**src/rtl/local_var_ctrl.sv**
```systemverilog
// Local-variable sequencer: runs get/set/tee/frame_enter between the operand stack
// and the single-port variable memory, bounds-checking every access against the frame.
module local_var_ctrl #(
  parameter int unsigned ADDR_WIDTH = 10,
  parameter int unsigned DATA_WIDTH = 32,
  parameter int unsigned DEPTH      = 1024,
  parameter int unsigned IDX_WIDTH  = 8
) (
  input  logic                  clk,
  input  logic                  rst_n,
  input  logic                  cmd_valid,
  output logic                  cmd_ready,
  input  logic [1:0]            cmd_op,
  input  logic [IDX_WIDTH-1:0]  cmd_idx,
  input  logic [ADDR_WIDTH-1:0] cmd_base,
  input  logic                  pop_valid,
  input  logic [DATA_WIDTH-1:0] pop_data,
  output logic                  pop_ready,
  output logic                  push_valid,
  output logic [DATA_WIDTH-1:0] push_data,
  input  logic                  push_ready,
  output logic [ADDR_WIDTH-1:0] mem_addr,
  output logic                  mem_we,
  output logic [DATA_WIDTH-1:0] mem_wr_data,
  input  logic [DATA_WIDTH-1:0] mem_rd_data,
  output logic                  err_oob
);

  localparam int unsigned SUM_W = ADDR_WIDTH + 1;

  typedef enum logic [1:0] {OP_GET, OP_SET, OP_TEE, OP_ENTER} op_t;
  typedef enum logic [2:0] {IDLE, RD, PUSH, POP, WR} state_t;

  state_t                state_q, state_d;
  op_t                   op_q, op_d;
  logic [ADDR_WIDTH-1:0] addr_q, addr_d;
  logic [DATA_WIDTH-1:0] data_q, data_d;
  logic [ADDR_WIDTH-1:0] frame_base_q, frame_base_d;
  logic [IDX_WIDTH-1:0]  frame_len_q, frame_len_d;

  logic                  cmd_ready_d, pop_ready_d, push_valid_d, mem_we_d, err_oob_d;
  logic [DATA_WIDTH-1:0] push_data_d, mem_wr_data_d;
  logic [ADDR_WIDTH-1:0] mem_addr_d;

  logic                  accept;
  logic [ADDR_WIDTH-1:0] idx_addr;
  logic [SUM_W-1:0]      frame_end;
  logic                  frame_fits;
  logic                  idx_in_frame;

  assign accept       = cmd_valid && cmd_ready;
  assign idx_addr     = frame_base_q + ADDR_WIDTH'(cmd_idx);
  // Frame end computed one bit wider so a base near the top cannot wrap past DEPTH.
  assign frame_end    = SUM_W'(cmd_base) + SUM_W'(cmd_idx);
  assign frame_fits   = frame_end <= SUM_W'(DEPTH);
  assign idx_in_frame = cmd_idx < frame_len_q;

  // State, datapath and registered outputs.
  always_ff @(posedge clk or negedge rst_n) begin
    if (!rst_n) begin
      state_q      <= IDLE;
      op_q         <= OP_GET;
      addr_q       <= '0;
      data_q       <= '0;
      frame_base_q <= '0;
      frame_len_q  <= '0;
      cmd_ready    <= 1'b0;
      pop_ready    <= 1'b0;
      push_valid   <= 1'b0;
      push_data    <= '0;
      mem_addr     <= '0;
      mem_we       <= 1'b0;
      mem_wr_data  <= '0;
      err_oob      <= 1'b0;
    end else begin
      state_q      <= state_d;
      op_q         <= op_d;
      addr_q       <= addr_d;
      data_q       <= data_d;
      frame_base_q <= frame_base_d;
      frame_len_q  <= frame_len_d;
      cmd_ready    <= cmd_ready_d;
      pop_ready    <= pop_ready_d;
      push_valid   <= push_valid_d;
      push_data    <= push_data_d;
      mem_addr     <= mem_addr_d;
      mem_we       <= mem_we_d;
      mem_wr_data  <= mem_wr_data_d;
      err_oob      <= err_oob_d;
    end
  end

  // Next-state and next-output logic; outputs are computed for the state being entered.
  always_comb begin
    state_d       = state_q;
    op_d          = op_q;
    addr_d        = addr_q;
    data_d        = data_q;
    frame_base_d  = frame_base_q;
    frame_len_d   = frame_len_q;
    cmd_ready_d   = 1'b0;
    pop_ready_d   = 1'b0;
    push_valid_d  = 1'b0;
    push_data_d   = '0;
    mem_addr_d    = '0;
    mem_we_d      = 1'b0;
    mem_wr_data_d = '0;
    err_oob_d     = 1'b0;

    case (state_q)
      IDLE: begin
        if (accept) begin
          op_d   = op_t'(cmd_op);
          addr_d = idx_addr;
          if (op_t'(cmd_op) == OP_ENTER) begin
            if (frame_fits) begin
              frame_base_d = cmd_base;
              frame_len_d  = cmd_idx;
            end else begin
              err_oob_d = 1'b1;
            end
          end else if (!idx_in_frame) begin
            err_oob_d = 1'b1;
          end else if (op_t'(cmd_op) == OP_GET) begin
            state_d    = RD;
            mem_addr_d = idx_addr;
          end else begin
            state_d     = POP;
            pop_ready_d = 1'b1;
          end
        end else begin
          cmd_ready_d = 1'b1;
        end
      end
      RD: begin
        state_d      = PUSH;
        push_valid_d = 1'b1;
        push_data_d  = mem_rd_data;
      end
      PUSH: begin
        if (push_ready) begin
          state_d     = IDLE;
          cmd_ready_d = 1'b1;
        end else begin
          push_valid_d = 1'b1;
          push_data_d  = push_data;
        end
      end
      POP: begin
        if (pop_valid) begin
          state_d       = WR;
          data_d        = pop_data;
          mem_we_d      = 1'b1;
          mem_addr_d    = addr_q;
          mem_wr_data_d = pop_data;
        end else begin
          pop_ready_d = 1'b1;
        end
      end
      WR: begin
        if (op_q == OP_TEE) begin
          state_d      = PUSH;
          push_valid_d = 1'b1;
          push_data_d  = data_q;
        end else begin
          state_d     = IDLE;
          cmd_ready_d = 1'b1;
        end
      end
      default: begin
        state_d = IDLE;
      end
    endcase
  end

endmodule

```
**config.mk**
```make
export PLATFORM = sky130hd
export DESIGN_NAME = local_var_ctrl
export DESIGN_NICKNAME = d
export VERILOG_FILES = /design/src/rtl/local_var_ctrl.sv
export SDC_FILE = /design/constraint.sdc
export NUM_CORES = 1
export LEC_CHECK = 0
export CAP_MARGIN = 10
export CORE_ASPECT_RATIO = 0.8
export CORE_MARGIN = 3
export CORE_UTILIZATION = 51
export CTS_BUF_LIST = sky130_fd_sc_hd__clkbuf_4
export CTS_CLUSTER_SIZE = 12
export DETAILED_ROUTE_END_ITERATION = 10
export PLACE_DENSITY = 0.84
export SYNTH_ARGS = -nofsm -noshare
export SYNTH_HDL_FRONTEND = slang
export SYNTH_SLANG_ARGS = --single-unit
```
**constraint.sdc**
```tcl
create_clock -name clk -period 2.69 [get_ports clk]
set_input_delay 0.4035 -clock clk [delete_from_list [all_inputs] [get_ports clk]]
set_output_delay 0.4035 -clock clk [all_outputs]
set_load 0.02 [all_outputs]
```
## Word-level counts from Yosys, hierarchy flattened

Cells that the tools add are included.
W data, S select, Z words.

- Equality and inequality tests: 11
- Add/subtract/negate cells: 2
- Reductions and logical operators: 7
- Mux-type cells: 39
- $lt $le $gt $ge: 2

Operators by type and width:

| operator | number |
|---|---|
| $mux W32 | 4 |
| $pmux W32 S3 | 1 |
| $mux W10 | 5 |
| $pmux W10 S2 | 1 |
| $mux W1 | 17 |
| $mux W3 | 5 |
| $pmux W3 S5 | 1 |
| $add A10 B8 Y11 | 1 |
| $le A11 B11 Y1 const B | 1 |
| $add A10 B8 Y10 | 1 |
| $ne A2 B2 Y1 const B | 5 |
| $lt A8 B8 Y1 | 1 |
| $eq A3 B2 Y1 const B | 2 |
| $pmux W1 S3 | 2 |
| $reduce_and A5 Y1 | 1 |
| $eq A2 B2 Y1 const B | 2 |
| $mux W2 | 2 |
| $reduce_and A2 Y1 | 2 |
| $reduce_and A4 Y1 | 1 |
| $eq A3 B1 Y1 const B | 1 |
| $eq A3 B3 Y1 const B | 1 |
| $logic_not A3 Y1 | 1 |
| $logic_not A2 Y1 | 1 |
| $pmux W1 S2 | 1 |
| $logic_and A1 B1 Y1 | 1 |

- Logic and storage cells: 75
- Flip-flop bits (word level): 144

## Depth between registers and ports, before layout

- Depth after elaboration: 6
- Depth in mapped cells: 10
- Depth with buffers taken out: 8

## Least setup slack after synthesis

Ideal clock, no wire load.

- Kind: input port to flip-flop
- Start point: input port cmd_idx[0]
- End point: register frame_base_q[0]
- Path slack: 0.099 ns
- Cell stages on the path: 10
- Library setup time: 0.136 ns
- Buffers on the path: 2
- Data required time: 2.554 ns
- Arrival: 2.456 ns
- Cell sequence: ha_1 -> fa_1 -> a21o_1 -> a221o_1 -> and4_4 -> a311oi_2 -> and2_1 -> buf_4 -> buf_6 -> o311ai_1

- Longest elaborated chain between the ends: 3

RTL lines:

| element | RTL line | source |
|---|---|---|
| start, declared | 14 | `input logic [IDX_WIDTH-1:0] cmd_idx,` |
| $add A10 B8 Y11 | 54 | `assign frame_end = SUM_W'(cmd_base) + SUM_W'(cmd_idx);` |
| $le A11 B11 Y1 | 55 | `assign frame_fits = frame_end <= SUM_W'(DEPTH);` |
| $reduce_and A4 Y1 (no line) | - |  |
| end signal, assigned | 80 | `frame_base_q <= frame_base_d;` |
| end, declared | 38 | `logic [ADDR_WIDTH-1:0] frame_base_q, frame_base_d;` |

No other way between the ends.
A chain may end at the register's enable or synchronous reset.

## Worst setup path in the final report

- Start point: input port cmd_idx[0]
- End point: register frame_len_q[1]

- Longest elaborated chain between the ends: 3

RTL lines:

| element | RTL line | source |
|---|---|---|
| $add A10 B8 Y11 | 54 |  |
| $le A11 B11 Y1 | 55 |  |
| $reduce_and A4 Y1 (no line) | - |  |
| end signal, assigned | 81 | `frame_len_q <= frame_len_d;` |
| end, declared | 39 | `logic [IDX_WIDTH-1:0] frame_len_q, frame_len_d;` |

No other way between the ends.

==> flow_summary.toml <==
[outcome]
run_status = "finished, final reports clean"

[routing]
drtAntennaViolNets = 0
dr_total_vias = 5876
route.detailed.drc = 0
met3_length_mm = 1.14
wl_per_cell_um = 19.3
drt-met1-wl_mm = 8.00
viasPerCell = 5.99
drtIter0Drc = 543
routed_wl_mm = 18.9
maxUsedRoutingLayer = "met4"
wl_met2_mm = 9.33
dr.pass1.iters = 9

[synthesis]
yosys_warnings = 0
synth_edf_count = 0
avgSynthCellArea_um2 = 11.4
synth_area_um2 = 6780
synth_top_area_cell = "dfrtp_1"
async_reset_ff_frac = 1.00
synth.net_count = 707
synth_cell_type_count = 57
synth-seq-cells = 144
synth_area_leaders = "dfrtp_1, mux2_2, a222oi_1"
synthFlopType = "dfrtp_1"
synth-seq-area-share = 0.532
netlist_instances = 593
netlist.area_leader.share = 0.532

[critical_path]
start_kind = "input port"
worstPathRequired_ps = 3080
r2r_slack_ps = 230
path_class = "input port to flip-flop"
worstSetupStartpoint = "cmd_idx[0]"
worst_r2r_endpoint = "addr_q[8]"
reg2reg_depth = 8
worstSetupEndpointType = "flip-flop"
crit_end = "frame_len_q[1]"
critPathMaxFanout = 9
worstPathArrival_ps = 3010
reg2reg_from = "frame_base_q[0]"

[sta]
setup_violations = 0
clock_skew_ps = 19.8
rsz0062_at_grt = "no"
finalHoldViolCount = 0
final_max_slew_viol_count = 0
post-route-period-util = 0.971
slew_headroom = 0.639
worst_slew_pin_slew_ps = 540
fin_crit_ps = 2610
setup_slack_ps = 77.2
clock.fmax_mhz = 383
holdWs_ps = 376

[cts]
clock_sinks = 144
cts_tree = "yes"
clock_latency_ps = 540
htreeDepth = 4
clk_path_buf_depth = 2
clockRootBuffer = "clkbuf_4"
clkTransAtPathRegs_ps = 130
numCtsBuffers = 17

[die]
initial_core_util = 0.525
core_area_um2 = 12900
design.die.area_um2 = 14700
die_x_um = 135
die-height_um = 109
rows = 37
ios = 168

[power]
power_density_nw_per_um2 = 806
p_total_mw = 7.44
leakage_nw = 4.26
vdd_drop_max_v = 0.000437

[layout]
drive_above_1_share = 0.168
syn_to_final_growth_pct = 36.2
layout.nets = 906
final_cell_mix = "clkdlybuf4s50_1, dfrtp_1, buf_4, nand2_1, inv_1"
fillers = 880
final_cell_area_um2 = 9230
layout.cells.most_common = "clkdlybuf4s50_1"

[grt]
grt_pass1_wl_mm = 29.9
first_global_vias = 5798
grt_antenna_before_repair = 0
grt_max_degree = 60
track_usage = 0.257
overflow = 0

[placed_design]
port_buffers = 167
hpwl_mm = 13.2
pre_cts_slack_ps = -455
place_congestion = 0.896
post_dp_cell_area_um2 = 8930

[flow_run]
drv_cap = 0

[hold_path]
hp-class = "input port to async pin"
## logic make-up after synthesis
family,after synthesis,share of synthesized area
AOI/OAI and AO/OA,143,0.170
xor gates and xnor gates,9,0.0116
adders and majority gates,25,0.0484
buffers and inverters,82,0.0511
DFF,144,0.532
muxes,40,0.0663
and+or+nand+nor,150,0.121
## metrics by stage
stage                util  TNS [ps]  instances
floorplan               -         0        593
global placement    0.692     -7170        947
detailed placement  0.692     -9140        947
CTS                 0.713         0        980
global route        0.714         0        980
finish              0.715         0        981
## area by class of cell
type / instances / area (µm²) / share of cell area
diodes: 1 / 2.50 / 0.000271
multi-input cells: 367 / 2860 / 0.310
repair buffers: 222 / 2130 / 0.231
clock inverters: 14 / 133 / 0.0144
well taps: 175 / 219 / 0.0237
clock buffers: 18 / 135 / 0.0146
flip-flops and latches: 144 / 3600 / 0.390
inverters: 40 / 150 / 0.0163
## worst min path at each step
stage / endpoint / cells past startpoint / slack, ps / start
5_1_grt: data_q[30] / 2 / 390 / rst_n
3_5_place_dp: data_q[30] / 1 / 400 / rst_n
6_report: data_q[30] / 2 / 380 / rst_n
3_3_place_gp: mem_wr_data[30] / 1 / 400 / rst_n
4_1_cts: data_q[30] / 2 / 370 / rst_n
2_1_floorplan: addr_q[0] / 0 / 110 / rst_n
## power by group
group	total [mW]	switching [mW]	internal, mW
logic	2.93	1.47	1.46
registers	3.22	0.441	2.78
clock network	1.30	0.820	0.479
total	7.44	2.73	4.72
## state kept, by name, indices dropped and copies added (netlist names)
register / cells
mem_wr_data: 32
addr_q: 10
cmd_ready: 1
push_data: 32
frame_base_q: 10
mem_we: 1
err_oob: 1
mem_addr: 10
op_q: 2
push_valid: 1
state_q: 3
pop_ready: 1
data_q: 32
frame_len_q: 8
## synthesized netlist by cell type, types with 11 or more instances
cell and count:
dfrtp_1 144, nand2_1 44, inv_1 40, mux2_2 39, and2_1 34, a222oi_1 32
clkbuf_1 25, ha_1 23, a31oi_1 19, nand4_1 19, a21oi_1 15, nor2_1 15
buf_2 13, o311ai_1 12, o2bb2ai_1 11
## metal layers
layer,up-vias,global-route usage
li1,2635,-
met1,2952,0.351
met2,245,0.417
met3,44,0.0494
met4,0,0.0879
met5,-,0
## worst max-delay path, cell delays in order
cell and delay [ps]:
clkdlybuf4s50_1 430, ha_1 240, fa_1 390, a21o_1 190, a221o_1 340, and4_4 210, a311oi_4 280, and2_4 190
buf_4 160, o311ai_0 150
## what timing repair did
| item | CTS | global route |
|---|---|---|
| endpoints found under the hold margin | 57 | 0 |
| hold buffers | 1 | 0 |
| gates resized for setup | 0 | 4 |
| buffers inserted | 0 | 0 |
| endpoints found under the setup margin | 0 | 1 |
Note: power is estimated with default switching activity, not from simulation.
